[src/rtl/seg7_scan_driver.sv]
// Six-digit multiplexed 7-segment driver with per-frame snapshot, blink and anti-ghost blanking.
// Latency: seg/dp/dig_sel are registered one cycle after the pre/idx state; frame_tick is same-cycle.
// Backpressure: none; free-running scan, inputs sampled only at frame snapshots.
module seg7_scan_driver #(
    parameter int SCAN_DIV     = 50000,
    parameter int BLANK_CYC    = 500,
    parameter int BLINK_FRAMES = 40
) (
    input  logic       clk,
    input  logic       rst,
    input  logic [3:0] d0,
    input  logic [3:0] d1,
    input  logic [3:0] d2,
    input  logic [3:0] d3,
    input  logic [3:0] d4,
    input  logic [3:0] d5,
    input  logic [5:0] blink_mask,
    input  logic [5:0] dp_mask,
    output logic [6:0] seg,
    output logic       dp,
    output logic [5:0] dig_sel,
    output logic       frame_tick
);
    localparam int PW = $clog2(SCAN_DIV);
    localparam int BW = $clog2(BLINK_FRAMES) + 1;

    logic [PW-1:0]     pre_q, pre_d;
    logic [2:0]        idx_q, idx_d;
    logic [BW-1:0]     blink_cnt_q, blink_cnt_d;
    logic              blink_ph_q, blink_ph_d;
    logic              first_q;
    logic [5:0][3:0]   sh_dig_q, sh_dig_d;
    logic [5:0]        sh_blink_q, sh_blink_d;
    logic [5:0]        sh_dp_q, sh_dp_d;
    logic [6:0]        seg_q, seg_d;
    logic              dp_q, dp_d;
    logic [5:0]        dig_sel_q, dig_sel_d;

    logic              pre_last;
    logic              snap;
    logic [3:0]        cur_dig;
    logic              cur_blink;
    logic              cur_dp;
    logic              blank;
    logic              dark;

    // Glyph table; codes 10..14 render a dash, 15 renders nothing.
    function automatic logic [6:0] decode(input logic [3:0] v);
        case (v)
            4'd0:    decode = 7'h3F;
            4'd1:    decode = 7'h06;
            4'd2:    decode = 7'h5B;
            4'd3:    decode = 7'h4F;
            4'd4:    decode = 7'h66;
            4'd5:    decode = 7'h6D;
            4'd6:    decode = 7'h7D;
            4'd7:    decode = 7'h07;
            4'd8:    decode = 7'h7F;
            4'd9:    decode = 7'h6F;
            4'd15:   decode = 7'h00;
            default: decode = 7'b1000000;
        endcase
    endfunction

    // Scan counters, frame snapshot, blink phase and next registered outputs.
    always_comb begin
        pre_last    = (pre_q == PW'(SCAN_DIV - 1));
        // first_q marks the first cycle out of reset so the opening frame has fresh data.
        snap        = first_q | (pre_last & (idx_q == 3'd5));

        pre_d       = pre_last ? '0 : pre_q + PW'(1);
        idx_d       = idx_q;
        if (pre_last) begin
            idx_d = (idx_q == 3'd5) ? 3'd0 : idx_q + 3'd1;
        end

        blink_cnt_d = blink_cnt_q;
        blink_ph_d  = blink_ph_q;
        sh_dig_d    = sh_dig_q;
        sh_blink_d  = sh_blink_q;
        sh_dp_d     = sh_dp_q;
        if (snap) begin
            sh_dig_d   = {d5, d4, d3, d2, d1, d0};
            sh_blink_d = blink_mask;
            sh_dp_d    = dp_mask;
            if (blink_cnt_q == BW'(BLINK_FRAMES - 1)) begin
                blink_cnt_d = '0;
                blink_ph_d  = ~blink_ph_q;
            end else begin
                blink_cnt_d = blink_cnt_q + BW'(1);
            end
        end

        cur_dig   = 4'd0;
        cur_blink = 1'b0;
        cur_dp    = 1'b0;
        case (idx_q)
            3'd0: begin cur_dig = sh_dig_q[0]; cur_blink = sh_blink_q[0]; cur_dp = sh_dp_q[0]; end
            3'd1: begin cur_dig = sh_dig_q[1]; cur_blink = sh_blink_q[1]; cur_dp = sh_dp_q[1]; end
            3'd2: begin cur_dig = sh_dig_q[2]; cur_blink = sh_blink_q[2]; cur_dp = sh_dp_q[2]; end
            3'd3: begin cur_dig = sh_dig_q[3]; cur_blink = sh_blink_q[3]; cur_dp = sh_dp_q[3]; end
            3'd4: begin cur_dig = sh_dig_q[4]; cur_blink = sh_blink_q[4]; cur_dp = sh_dp_q[4]; end
            3'd5: begin cur_dig = sh_dig_q[5]; cur_blink = sh_blink_q[5]; cur_dp = sh_dp_q[5]; end
            default: ;
        endcase

        // Slot start is fully dark so the previous digit's segments cannot ghost.
        blank = (pre_q < PW'(BLANK_CYC));
        // A blinking digit stays selected but shows nothing in the off phase.
        dark  = blink_ph_q & cur_blink;

        dig_sel_d = blank ? 6'b111111 : ~(6'b000001 << idx_q);
        seg_d     = (blank | dark) ? 7'h00 : decode(cur_dig);
        dp_d      = (blank | dark) ? 1'b0  : cur_dp;
    end

    // State and output registers with synchronous reset.
    always_ff @(posedge clk) begin
        if (rst) begin
            pre_q       <= '0;
            idx_q       <= 3'd0;
            blink_cnt_q <= '0;
            blink_ph_q  <= 1'b0;
            first_q     <= 1'b1;
            sh_dig_q    <= '0;
            sh_blink_q  <= '0;
            sh_dp_q     <= '0;
            seg_q       <= 7'h00;
            dp_q        <= 1'b0;
            dig_sel_q   <= 6'b111111;
        end else begin
            pre_q       <= pre_d;
            idx_q       <= idx_d;
            blink_cnt_q <= blink_cnt_d;
            blink_ph_q  <= blink_ph_d;
            first_q     <= 1'b0;
            sh_dig_q    <= sh_dig_d;
            sh_blink_q  <= sh_blink_d;
            sh_dp_q     <= sh_dp_d;
            seg_q       <= seg_d;
            dp_q        <= dp_d;
            dig_sel_q   <= dig_sel_d;
        end
    end

    assign seg        = seg_q;
    assign dp         = dp_q;
    assign dig_sel    = dig_sel_q;
    // Pulses in the cycle whose closing edge captures the snapshot.
    assign frame_tick = snap & ~rst;

endmodule

[config.mk]
export PLATFORM = sky130hd
export DESIGN_NAME = seg7_scan_driver
export DESIGN_NICKNAME = d
export VERILOG_FILES = /design/src/rtl/seg7_scan_driver.sv
export SDC_FILE = /design/constraint.sdc
export NUM_CORES = 1
export LEC_CHECK = 0
export BUFFER_PORTS_ARGS = -buffer_cell sky130_fd_sc_hd__buf_2
export CAP_MARGIN = 20
export CORE_MARGIN = 5
export CORE_UTILIZATION = 56
export CTS_CLUSTER_SIZE = 16
export DETAILED_ROUTE_END_ITERATION = 6
export PLACE_DENSITY = 0.79
export SYNTH_ARGS = -nofsm -noshare
export SYNTH_HDL_FRONTEND = slang
export SYNTH_SLANG_ARGS = --single-unit
[constraint.sdc]
create_clock -name clk -period 3.5 [get_ports clk]
set_input_delay 0.175 -clock clk [delete_from_list [all_inputs] [get_ports clk]]
set_output_delay 0.175 -clock clk [all_outputs]
set_load 0.01 [all_outputs]
==> flow_metrics.tcl <==
set metrics [dict create \
    report.final.hold_viol_count 0 \
    critPathKind "reg -> reg" \
    ir_worst_vdd_v 0.000352 \
    synth.area.top_cells "dfxtp_1, nand2_1, a21oi_1" \
    syn_avg_cell_area_um2 8.47 \
    max_stage_delay_ns 0.81 \
    cts_buffers 9 \
    nFillCells 475 \
    seq_area_frac_synth_pct 46.7 \
    grt_max_degree 52 \
    io_buffers 52 \
    fmax_ghz 0.366 \
    row_count 28 \
    syn_inst 395 \
    yosysTopAreaCell "dfxtp_1" \
    boundaryPins 53 \
    crit_chain "inv_1 -> nor2_1 -> ha_1 -> a22oi_1 -> o221a_2 -> inv_1 -> ha_1 -> or3_1 -> a21oi_1" \
    synth_most_common_cell "nand2_1" \
    dieHeight_um 87.3 \
    grt_pass1_wl_um 12100 \
    vias_per_cell 5.44 \
    fp.dieArea_um2 7620 \
    fin_nets 485 \
    cts_max_level 3 \
    finalClockSkew_ns 0.0120 \
    rsz0062_at_grt "false" \
    cts_buffer_depth 2 \
    cts_root_buf "clkbuf_8" \
    floorplan.core_area_um2 5850 \
    synthFlopType "dfxtp_1" \
    drive_gt1_share_pct 17.8 \
    slowest_stage "dfxtp_1" \
    cts_tree "yes" \
    cts_hold_buf 0 \
    cts_resized 0 \
    hold_class "in -> reg" \
    status "finished clean" \
    start_util_pct 57.2 \
    grt_antenna_before_repair 0 \
    worstMarginPinSlew_ns 0.871 \
    period_minus_slack_ns 2.73 \
    ys_ff_latch 78 \
    fin_crit_sh_pct 78.0 \
    drc_errors 0 \
    hpwl_um 4990 \
    p_leak_uw 0.00150 \
    cts.sinks 78 \
    syn_to_final_growth_pct 15.9 \
    cp-end-kind "register" \
    synth.top_cell.area_share_pct 46.7 \
    synthTopCellsByCount "nand2_1, dfxtp_1, a21oi_1" \
    worstSetupStartpointType "register" \
    drtIter0Drc 177 \
    detail_route.wl_per_cell_um 14.0 \
    cp.arrival_ns 3.00 \
    setup_violations 0 \
    post-place-ws_ns 0.754 \
    grt_pass1_vias 2570 \
    gp_congestion 0.890 \
    syn_nets 442 \
    drv_slew 0 \
    slew_headroom_pct 41.9 \
    synth_edf_count 0 \
    drv_cap 0 \
    postCtsSetupBuffers 0 \
    tns_ns 0 \
    die_w_um 87.3 \
    worst_slack_ns 0.769 \
    grt-ovfl-total 0 \
    drtPass1Iterations 4 \
    clk_latency_ns 0.35 \
    ys_async_sr_fraction_pct 0 \
    clkTransAtPathRegs_ns 0.08 \
    ys_types 54 \
    synth_area_um2 3340 \
    detail-route-antenna-nets 0 \
    grt_use_total_pct 20.0 \
    antennaDiodeCount 0 \
    multiInputGateArea_um2 1660 \
    postRouteWirelength_um 7250 \
    power_density_nw_per_um2 461 \
    worstPathMaxFanout 17 \
    yosysWarningCount 0 \
    cp.required_ns 3.77 \
    vias 2816 \
    ff_latch_area_um2 1560 \
]
stage by stage:
stage / instance area [um^2] / power [uW] / utilization, % / hold slack (ns) / cells
2_1_floorplan: 3340 / 1030 / - / 0.203 / 395
3_3_place_gp: 3630 / 1070 / 62.0 / 0.420 / 500
3_5_place_dp: 3630 / 1070 / 62.0 / 0.424 / 500
4_1_cts: 3840 / 1790 / 65.7 / 0.0439 / 516
5_1_grt: 3880 / 1860 / 66.3 / 0.0441 / 518
6_report: 3880 / 1790 / 66.3 / 0.0585 / 518
cell families (layout without fill, tap and decap cells):
logic type | count (synthesis) | after routing | share of synthesized area [%]
AOI/OAI and AO/OA | 85 | 85 | 15.2
xor gates and xnor gates | 13 | 13 | 3.40
adders and majority gates | 9 | 9 | 3.37
buffers and inverters | 33 | 81 | 4.04
DFF | 78 | 78 | 46.7
muxes | 11 | 11 | 4.04
and+or+nand+nor | 166 | 166 | 23.3
layer usage:
| metal | up-vias | wire length, um | part of all wire (%) | GRT usage, % |
|---|---|---|---|---|
| li1 | 1440 | - | - | - |
| met1 | 1281 | 3450 | 48 | 27.4 |
| met2 | 84 | 3140 | 43 | 29.0 |
| met3 | 11 | 562 | 7.7 | 6.53 |
| met4 | 0 | 100 | 1.4 | 7.81 |
| met5 | - | 0 | 0 | 0 |
cells in the final DEF, fill, tap and decap left out, types with 9 or more instances in the layout:
cell	netlist	layout
nand2_1	88	88
dfxtp_1	78	78
buf_2	6	53
a21oi_1	52	52
nor2_1	25	25
nand3_1	11	11
inv_1	10	10
or3_1	10	10
clkbuf_8	0	10
mux2i_1	9	9
o21ai_0	9	9
ha_1	9	9
critical path: cells and delay by family (launching register included):
kind,cells,cell delay [ns]
adder cells (fa/ha/maj),2,0.57
AND/OR/NAND/NOR,2,0.52
flip-flops,1,0.81
buffers and inverters,2,0.28
AO/OA/AOI/OAI,3,0.47
registers in the layout, indices dropped and copies added, names as in the netlist:
signal       count
seg              7
dig_sel          6
first_q          1
idx_q            3
sh_blink_q       6
sh_dp_q          6
blink_ph_q       1
blink_cnt_q      7
dp               1
pre_q           16
sh_dig_q        24
path summary, 6_finish.rpt:
kind                                      to  depth (start not counted)  slack, ns   startpoint
worst max-delay path                  seg[3]                          9       0.77     idx_q[0]
worst min-delay path            sh_dig_q[11]                          3       0.06        d2[3]
worst max register to register        seg[3]                          9       0.77     idx_q[0]
worst min register to register   sh_dig_q[4]                          2       0.46  sh_dig_q[4]
power by group:
| group | total, uW | internal [uW] | switching [uW] |
|---|---|---|---|
| Combinational | 124 | 54.8 | 69.2 |
| Clock | 728 | 419 | 309 |
| Sequential | 935 | 916 | 19.2 |
area by class of cell:
| type | count | share of cell area (%) |
|---|---|---|
| multi-input combinational | 284 | 42.7 |
| clock inverter | 4 | 1.81 |
| inverter | 10 | 0.968 |
| timing repair buffer | 55 | 8.07 |
| sequential | 78 | 40.3 |
| tap | 75 | 2.42 |
| clock buffer | 12 | 3.74 |
No activity file was read; power rests on OpenSTA's default activity.
